**config.mk**
```make
export PLATFORM = sky130hd
export DESIGN_NAME = clk_tick_ctrl
export DESIGN_NICKNAME = d
export VERILOG_FILES = /design/src/rtl/clk_tick_pkg.sv /design/src/rtl/clk_tick_ctrl_edge_sync.sv /design/src/rtl/clk_tick_ctrl.sv
export SDC_FILE = /design/constraint.sdc
export NUM_CORES = 1
export LEC_CHECK = 0
export CORE_ASPECT_RATIO = 1.2
export CORE_MARGIN = 10
export CORE_UTILIZATION = 34
export CTS_CLUSTER_DIAMETER = 120
export DETAILED_ROUTE_END_ITERATION = 16
export HOLD_SLACK_MARGIN = 0.05
export MAX_ROUTING_LAYER = met4
export SLEW_MARGIN = 10
export SYNTH_ARGS = -nofsm -noshare
export SYNTH_HDL_FRONTEND = slang
export SYNTH_HIERARCHICAL = 1
export SYNTH_SLANG_ARGS = --single-unit
```
**constraint.sdc**
```tcl
create_clock -name clk_in -period 2.9 [get_ports clk_in]
set_input_delay 0.435 -clock clk_in [delete_from_list [all_inputs] [get_ports clk_in]]
set_output_delay 0.435 -clock clk_in [all_outputs]
set_load 0.005 [all_outputs]
```
**src/rtl/clk_tick_pkg.sv**
```systemverilog
// clk_tick_pkg
// Shared types for the tick controller:
//   tick_mode_t  - encoding of the 2-bit mode input (HALT/RUN/STEP/BURST)
//   tick_state_t - controller states. The names carry an S_ prefix because
//                  HALT and RUN are already taken by tick_mode_t in this scope.
//   DEFAULT_SYNC_STAGES - default synchroniser depth
// Helper functions map a mode to its entry state, and a state back to the
// mode that owns it.
package clk_tick_pkg;

  localparam int DEFAULT_SYNC_STAGES = 2;

  typedef enum logic [1:0] {
    HALT  = 2'd0,
    RUN   = 2'd1,
    STEP  = 2'd2,
    BURST = 2'd3
  } tick_mode_t;

  typedef enum logic [2:0] {
    S_HALT         = 3'd0,
    S_RUN          = 3'd1,
    S_STEP_IDLE    = 3'd2,
    S_STEP_ARMED   = 3'd3,
    S_BURST_IDLE   = 3'd4,
    S_BURST_ACTIVE = 3'd5
  } tick_state_t;

  // State entered when the controller switches into mode m.
  function automatic tick_state_t home_state(input tick_mode_t m);
    case (m)
      RUN:     return S_RUN;
      STEP:    return S_STEP_IDLE;
      BURST:   return S_BURST_IDLE;
      default: return S_HALT;
    endcase
  endfunction

  // Mode that a state belongs to; used to detect a mode change.
  function automatic tick_mode_t state_mode(input tick_state_t s);
    case (s)
      S_RUN:                       return RUN;
      S_STEP_IDLE, S_STEP_ARMED:   return STEP;
      S_BURST_IDLE, S_BURST_ACTIVE: return BURST;
      default:                     return HALT;
    endcase
  endfunction

endpackage

```
**src/rtl/clk_tick_ctrl_edge_sync.sv**
```systemverilog
// edge_sync
// Synchronises an asynchronous level into the clk_in domain and flags its
// rising edges. Reusable for any slow asynchronous input.
// Ports:
//   clk_in   - sampling clock
//   reset    - asynchronous, active-low reset (clears chain and history)
//   async_in - asynchronous input level
//   rise     - high for one clk_in cycle after the synchronised level goes 0->1
// Parameter SYNC_STAGES: synchroniser depth, legal range 2..4.
module edge_sync
  import clk_tick_pkg::*;
#(
  parameter int SYNC_STAGES = DEFAULT_SYNC_STAGES
) (
  input  logic clk_in,
  input  logic reset,
  input  logic async_in,
  output logic rise
);

  if (SYNC_STAGES < 2 || SYNC_STAGES > 4) begin : g_bad_depth
    $error("edge_sync: SYNC_STAGES must be in 2..4");
  end

  logic [SYNC_STAGES-1:0] sync_chain;
  logic                   history;

  always_ff @(posedge clk_in or negedge reset) begin
    if (!reset) begin
      sync_chain <= '0;
      history    <= 1'b0;
    end else begin
      sync_chain <= {sync_chain[SYNC_STAGES-2:0], async_in};
      history    <= sync_chain[SYNC_STAGES-1];
    end
  end

  // Combinational from flops only; the consumer registers it.
  assign rise = sync_chain[SYNC_STAGES-1] & ~history;

endmodule

```
**src/rtl/clk_tick_ctrl.sv**
```systemverilog
// clk_tick_ctrl
// Turns rising edges of the divided slow clock into single-cycle clock-enable
// pulses for the core array, gated by HALT / RUN / single-step / burst control.
// The cores stay on clk_in; slow_clk is only ever sampled.
// Ports:
//   clk_in     - system clock
//   reset      - asynchronous, active-low reset
//   slow_clk   - divided clock, asynchronous to clk_in
//   mode       - 0=HALT 1=RUN 2=STEP 3=BURST
//   step_req   - level; its rising edge arms a step or a burst
//   burst_len  - tick count for a burst, sampled when the burst is armed
//   tick_out   - one-cycle enable pulse to the cores
//   busy       - step/burst armed or in progress
//   done       - one-cycle pulse when a step/burst completes normally
//   tick_count - total ticks issued, wraps        (TICK_COUNT_EN only)
//   clr_count  - synchronous clear of tick_count  (TICK_COUNT_EN only)
// Build option: define TICK_COUNT_EN to include the tick counter and its ports.
module clk_tick_ctrl
  import clk_tick_pkg::*;
#(
  parameter int SYNC_STAGES = DEFAULT_SYNC_STAGES,
  parameter int BURST_W     = 16,
  parameter int COUNT_W     = 32
) (
  input  logic               clk_in,
  input  logic               reset,
  input  logic               slow_clk,
  input  logic [1:0]         mode,
  input  logic               step_req,
  input  logic [BURST_W-1:0] burst_len,
  output logic               tick_out,
  output logic               busy,
  output logic               done
`ifdef TICK_COUNT_EN
  ,
  output logic [COUNT_W-1:0] tick_count,
  input  logic               clr_count
`endif
);

  if (BURST_W < 1 || COUNT_W < 1) begin : g_bad_width
    $error("clk_tick_ctrl: BURST_W and COUNT_W must be at least 1");
  end

  logic               rise;
  logic               step_prev;
  logic               step_edge;
  logic [BURST_W-1:0] remaining;
  tick_state_t        state;
  tick_mode_t         mode_req;

  edge_sync #(
    .SYNC_STAGES(SYNC_STAGES)
  ) u_edge_sync (
    .clk_in  (clk_in),
    .reset   (reset),
    .async_in(slow_clk),
    .rise    (rise)
  );

  assign mode_req  = tick_mode_t'(mode);
  assign step_edge = step_req & ~step_prev;

  always_ff @(posedge clk_in or negedge reset) begin
    if (!reset) begin
      state     <= S_HALT;
      remaining <= '0;
      step_prev <= 1'b0;
      tick_out  <= 1'b0;
      busy      <= 1'b0;
      done      <= 1'b0;
    end else begin
      step_prev <= step_req;
      tick_out  <= 1'b0;
      done      <= 1'b0;
      if (state_mode(state) != mode_req) begin
        // Mode change aborts anything pending; a rise this cycle is dropped.
        state     <= home_state(mode_req);
        remaining <= '0;
        busy      <= 1'b0;
      end else begin
        case (state)
          S_HALT: ;
          S_RUN: tick_out <= rise;
          S_STEP_IDLE: begin
            // A rise coincident with arming is deliberately not consumed.
            if (step_edge) begin
              state <= S_STEP_ARMED;
              busy  <= 1'b1;
            end
          end
          S_STEP_ARMED: begin
            if (rise) begin
              tick_out <= 1'b1;
              done     <= 1'b1;
              busy     <= 1'b0;
              state    <= S_STEP_IDLE;
            end
          end
          S_BURST_IDLE: begin
            if (step_edge) begin
              if (burst_len == '0) begin
                done <= 1'b1;
              end else begin
                remaining <= burst_len;
                busy      <= 1'b1;
                state     <= S_BURST_ACTIVE;
              end
            end
          end
          S_BURST_ACTIVE: begin
            if (rise) begin
              tick_out  <= 1'b1;
              remaining <= remaining - BURST_W'(1);
              if (remaining == BURST_W'(1)) begin
                done  <= 1'b1;
                busy  <= 1'b0;
                state <= S_BURST_IDLE;
              end
            end
          end
          default: state <= S_HALT;
        endcase
      end
    end
  end

`ifdef TICK_COUNT_EN
  // Counts registered ticks, so it trails tick_out by one cycle.
  always_ff @(posedge clk_in or negedge reset) begin
    if (!reset) begin
      tick_count <= '0;
    end else if (clr_count) begin
      tick_count <= '0;
    end else if (tick_out) begin
      tick_count <= tick_count + COUNT_W'(1);
    end
  end
`endif

endmodule
```
==> flow_metrics.env, run 1 <==
export IMPL_outcome="completed"
export IMPL_drv_cap=0
export IMPL_crit_start="burst_len[3]"
export IMPL_synth_area_per_cell_um2=8.803
export IMPL_pwr_share_seq_pct=49.0
export IMPL_grt_max_degree=31
export IMPL_critPathKind="in2reg"
export IMPL_ys_seq_area_share_pct=37.71
export IMPL_reg2reg_slack_ns=0.79
export IMPL_p_sw_share_pct=30.23
export IMPL_synth_cell_types=53
export IMPL_ys_ff_latch=26
export IMPL_design_area_mm2=0.002093
export IMPL_initial_core_util_pct=34.93
export IMPL_fillers=491
export IMPL_rsz0062_at_grt="false"
export IMPL_wl_per_cell_um=16.01
export IMPL_r2r_start="state[0]$_DFFE_PN0P_"
export IMPL_post_cts_resized=0
export IMPL_die_area_mm2=0.008336
export IMPL_vias=1578
export IMPL_synthesis_area_mm2=0.001725
export IMPL_cts_root_buf="clkbuf_8"
export IMPL_hold_buffers=0
export IMPL_cts_buffers=3
export IMPL_crit_required_ns=3.07
export IMPL_cts_max_level=1
export IMPL_synthCells=196
export IMPL_power_frac_comb_pct=25.2
export IMPL_period_share_pct=84.66
export IMPL_p_clk_share_pct=25.8
export IMPL_clk_pin_slew_ns=0.09
export IMPL_critical_path_arrival_ns=2.62
export IMPL_critPathMaxFanout=3
export IMPL_finalCriticalPeriod_ns=2.455
export IMPL_slew_headroom_pct=61.58
export IMPL_ys_warn_count=6
export IMPL_cts_max_path_buffers=2
export IMPL_max_freq_mhz=407.3
export IMPL_grt_pass1_wl_um=7617
export IMPL_slew_viol_final=0
export IMPL_overflow=0
export IMPL_p_int_uw=561.7
export IMPL_post_cts_buffers=0
export IMPL_finalWirelength_um=4452
export IMPL_rr_worst_depth=5
export IMPL_drt_iter0_markers=91
export IMPL_p_sw_uw=243.4
export IMPL_fp_dieW_um=85.03
export IMPL_p_per_area_mw_per_mm2=384.6
export IMPL_io_buffers=24
export IMPL_r2r_end="remaining[15]$_DFFE_PN0P_"
export IMPL_worstMarginPinSlew_ns=0.5711
export IMPL_p_leak_uw=0.0008395
export IMPL_drc=0
export IMPL_grt_usage_pct=11.26
export IMPL_hold_violations=0
export IMPL_cts_sinks=26
export IMPL_first_global_vias=1584
export IMPL_fin_setup_tns_ns=0
export IMPL_hpwlAfterDp_um=3348
export IMPL_endpoint_kind="register"
export IMPL_area_growth_pct=21.32
export IMPL_io_pins=25
export IMPL_finalNetCount=244
export IMPL_syn_nets=220
export IMPL_placed_cell_area_mm2=0.002052
export IMPL_postRouteAntennaNets=0
export IMPL_num_rows=28
export IMPL_synth_edf_count=0
export IMPL_drt_vias_per_instance=5.676
export IMPL_worstSetupEndpoint="busy$_DFFE_PN0P_"
export IMPL_antenna_cells=0
export IMPL_cts_tree="done"
export IMPL_drive_above_1_share_pct=10.09
export IMPL_antenna_found_initial=0
export IMPL_first_pass_iters=4
export IMPL_setup_viol=0
export IMPL_synthArstFlopShare_pct=100.0
export IMPL_clock_skew_final_ns=0.004396
export IMPL_start_kind="input pin"
export IMPL_gp_congestion=0.8160
export IMPL_core_mm2=0.004940
export IMPL_hold_path_class="reg2reg"
export IMPL_clock_latency_ns=0.27
export IMPL_synth_ff_type="dfrtp_1"
export IMPL_die_h_um=98.04
export IMPL_ir_drop_uv=205.8
Yosys cell counts, drive strengths merged (2+ instances only):
master	instances	area, µm²
o21ai	10	50.05
and2	3	18.77
a31oi	2	12.51
dfrtp	26	650.6
nand3	7	35.03
nor2	12	45.04
buf	7	37.54
inv	7	26.28
nor2b	5	41.29
and3	2	12.51
xor2	2	17.52
nor3b	4	30.03
nand2b	4	25.02
xnor2	2	17.52
o32ai	5	51.30
o22ai	2	12.51
clkbuf	4	15.01
or3	2	17.52
nor3	13	70.07
nor4	8	71.32
a21oi	21	108.9
o31a	4	36.29
nand2	17	63.81
ha	2	25.02
o31ai	2	15.01
a21o	2	15.01
a211o	4	35.03
nand4	2	12.51
cell families (layout without fill, tap and decap cells):
family          count (synthesis)  count (layout)  share of synthesized area, %
compound gates                 61              61                         25.31
xor+xnor                        4               4                         2.031
fa+ha+maj                       2               2                         1.450
buf+inv                        18              40                         4.569
flops                          26              26                         37.71
mux                             1               1                        0.5802
simple gates                   84              84                         28.35
critical path, stage by stage:
cell	delay, ns
clkdlybuf4s50_1	0.42
nor4_1	0.55
nand4_1	0.35
a221o_1	0.41
and4b_1	0.20
a211o_1	0.26
worst min-delay path by stage:
stage / startpoint / end / slack, ns / cells after the start
after global placement: u_edge_sync/sync_chain[0]$_DFF_PN0_ / u_edge_sync/sync_chain[1]$_DFF_PN0_ / 0.35 / 0
after CTS: u_edge_sync/sync_chain[0]$_DFF_PN0_ / u_edge_sync/sync_chain[1]$_DFF_PN0_ / 0.38 / 0
after global routing: u_edge_sync/sync_chain[0]$_DFF_PN0_ / u_edge_sync/sync_chain[1]$_DFF_PN0_ / 0.38 / 0
after floorplan: reset / busy$_DFFE_PN0P_ / 0.14 / 0
after detailed placement: u_edge_sync/sync_chain[0]$_DFF_PN0_ / u_edge_sync/sync_chain[1]$_DFF_PN0_ / 0.36 / 0
final: u_edge_sync/sync_chain[0]$_DFF_PN0_ / u_edge_sync/sync_chain[1]$_DFF_PN0_ / 0.37 / 0
flip-flops by register name, summed over array words and instances, names as in the netlist:
name,cells
remaining,16
state,3
u_edge_sync/sync_chain,2
busy,1
done,1
step_prev,1
tick_out,1
u_edge_sync/history,1
routing by layer:
layer	routed length [µm]	GRT usage (%)	vias to the layer above
met1	1980	12.67	764
met3	131	2.161	6
met5	0	-	-
met4	128	7.614	0
li1	-	-	780
met2	2211	17.55	28
power by group through the flow:
stage,sequential [µW],combinational [µW],clock [µW]
after floorplan,389,130,0
final,394,203,208
after CTS,394,203,213
after global routing,397,226,226
after detailed placement,401,203,0
after global placement,401,203,0
cell type report:
class	instances	area, µm²	share of cell area (%)
Sequential cell	26	650.6	31.08
Tap cell	60	75.07	3.586
Inverter	7	26.28	1.255
Timing Repair Buffer	30	297.8	14.23
Clock buffer	3	41.29	1.973
Multi-Input combinational cell	152	1002	47.88
per-stage QoR:
step / hold WS (ns) / setup WS (ns) / instances / util [%] / power [µW]
final: 0.3655 / 0.4449 / 278 / 42.38 / 805.1
after global routing: 0.3849 / 0.3432 / 278 / 42.38 / 849.3
after CTS: 0.3804 / 0.4582 / 278 / 42.38 / 811.0
after detailed placement: 0.3602 / 0.1706 / 275 / 41.54 / 604.2
after global placement: 0.3548 / 0.1108 / 275 / 41.54 / 603.7
after floorplan: 0.1394 / 1.073 / 196 / - / 519.7
cells in the final DEF, fill, tap and decap left out, types with 4 or more instances in the layout:
master,n
a211o_1,4
a21oi_1,20
buf_4,5
clkdlybuf4s50_1,24
dfrtp_1,26
inv_1,7
nand2_1,17
nand2b_1,4
nand3_1,7
nor2_1,12
nor3_1,12
nor3b_1,4
nor4_1,6
o21ai_0,10
o32ai_1,4
(Power assumes the default switching activity.)
==> inputs of run 2 (changes only) <==
==> constraint.sdc (replaced) <==
create_clock -name clk_in -period 2.6 [get_ports clk_in]
set_input_delay 0.39 -clock clk_in [delete_from_list [all_inputs] [get_ports clk_in]]
set_output_delay 0.39 -clock clk_in [all_outputs]
set_load 0.005 [all_outputs]
==> flow_metrics.env, run 2 (same netlist as run 1, synthesis figures left out) <==
export IMPL_outcome="completed"
export IMPL_grt_usage_pct=11.22
export IMPL_grt_max_degree=27
export IMPL_drt_vias_per_instance=5.537
export IMPL_cts_max_path_buffers=2
export IMPL_grt_pass1_wl_um=7679
export IMPL_period_share_pct=89.73
export IMPL_rr_worst_depth=7
export IMPL_drt_iter0_markers=101
export IMPL_hold_path_class="reg2reg"
export IMPL_placed_cell_area_mm2=0.002067
export IMPL_slew_headroom_pct=64.16
export IMPL_hold_buffers=0
export IMPL_die_area_mm2=0.008336
export IMPL_post_cts_buffers=0
export IMPL_wl_met3_um=221
export IMPL_finalWirelength_um=4461
export IMPL_area_growth_pct=23.93
export IMPL_design_area_mm2=0.002138
export IMPL_setup_ws_ns=0.2671
export IMPL_vias=1556
export IMPL_clock_skew_final_ns=0.002727
export IMPL_core_mm2=0.004940
export IMPL_path_buf_inv=1
export IMPL_antenna_found_initial=0
export IMPL_critPathMaxFanout=3
export IMPL_fin_setup_tns_ns=0
export IMPL_initial_core_util_pct=34.93
export IMPL_dp_slack_ns=-0.07263
export IMPL_whs_ns=0.3766
export IMPL_first_global_vias=1602
export IMPL_p_per_area_mw_per_mm2=475.3
export IMPL_first_pass_iters=4
export IMPL_fillers=485
export IMPL_largest_register="remaining"
export IMPL_finalCriticalPeriod_ns=2.333
export IMPL_top_layer="met4"
export IMPL_io_pins=25
export IMPL_p_leak_uw=0.0008615
export IMPL_cts_max_level=1
export IMPL_max_freq_mhz=428.6
export IMPL_die_h_um=98.04
export IMPL_gp_congestion=0.7843
export IMPL_hpwlAfterDp_um=3355
export IMPL_cts_root_buf="clkbuf_8"
export IMPL_wl_per_cell_um=15.88
export IMPL_met2_wirelength_um=2228
export IMPL_rsz0062_at_grt="false"
export IMPL_drive_above_1_share_pct=11.31
export IMPL_crit_chain="clkdlybuf4s50_1, nor4_1, nand4_1, a221o_1, and4b_1, a211o_1"
export IMPL_max_stage_delay_ns=0.52
export IMPL_cts_buffers=3
export IMPL_hold_violations=0
export IMPL_clock_latency_ns=0.28
export IMPL_worstMarginPinSlew_ns=0.5326
export IMPL_ir_drop_uv=202.0
export IMPL_fp_dieW_um=85.03
export IMPL_cpLargestDelayFamily="simple AND/OR/NAND/NOR gates"
export IMPL_start_kind="input pin"
export IMPL_critical_path_arrival_ns=2.50
export IMPL_num_rows=28
export IMPL_endpoint_kind="register"
export IMPL_overflow=0
export IMPL_layout_commonest_cell="dfrtp_1"
export IMPL_crit_cells=6
export IMPL_cts_tree="done"
export IMPL_post_cts_resized=0
export IMPL_slowest_stage="nor4_1"
export IMPL_drv_cap=0
export IMPL_critPathKind="in2reg"
export IMPL_setup_viol=0
export IMPL_slew_viol_final=0
export IMPL_io_buffers=24
export IMPL_finalNetCount=246
export IMPL_crit_required_ns=2.77
export IMPL_postRouteAntennaNets=0
export IMPL_clk_pin_slew_ns=0.09
export IMPL_final_cell_mix="dfrtp_1 (26), clkdlybuf4s50_1 (24), a21oi_1 (20)"
export IMPL_largest_register_ffs=16
export IMPL_p_total_uw=1016
export IMPL_top_regs="remaining: 16 flops, state: 3 flops, u_edge_sync/sync_chain: 2 flops"
export IMPL_wl_met1_um=1935
export IMPL_cts_sinks=26
export IMPL_drc=0
export IMPL_whs_path_depth=0
export IMPL_antenna_cells=0
run 2: layout make-up:
class / instances / area, µm² / area share, %
sequential: 26 / 650.6 / 30.43
tap: 60 / 75.07 / 3.511
clock inverter: 1 / 30.03 / 1.404
inverter: 7 / 26.28 / 1.229
multi-input combinational: 152 / 1002 / 46.87
clock buffer: 3 / 41.29 / 1.931
timing repair buffer: 32 / 312.8 / 14.63
run 2: metrics by stage:
step	std cells	utilization, %
after floorplan	196	-
after global placement	277	41.84
after detailed placement	277	41.84
after CTS	281	43.29
after global routing	281	43.29
final	281	43.29
run 2: layer usage:
| metal | up-vias | track usage (%) |
|---|---|---|
| li1 | 788 | - |
| met1 | 728 | 12.94 |
| met2 | 34 | 18.71 |
| met3 | 6 | 1.912 |
| met4 | 0 | 4.442 |
| met5 | - | - |
run 2: path summary, 6_finish.rpt:
kind	start	endpoint	slack, ns
setup / recovery	burst_len[3]	busy$_DFFE_PN0P_	0.27
hold reg to reg	u_edge_sync/sync_chain[0]$_DFF_PN0_	u_edge_sync/sync_chain[1]$_DFF_PN0_	0.38
setup reg to reg	remaining[0]$_DFFE_PN0P_	remaining[8]$_DFFE_PN0P_	0.59
min in group asynchronous	reset	state[2]$_DFFE_PN0P_	0.48
max in group asynchronous	reset	remaining[0]$_DFFE_PN0P_	1.86
hold / removal	u_edge_sync/sync_chain[0]$_DFF_PN0_	u_edge_sync/sync_chain[1]$_DFF_PN0_	0.38
run 2: power breakdown:
group          switching [µW]  internal, µW  leakage, µW
sequential               19.4           417     0.000349
combinational             125           110     0.000477
clock                     137           206    0.0000357
total                     282           734     0.000861
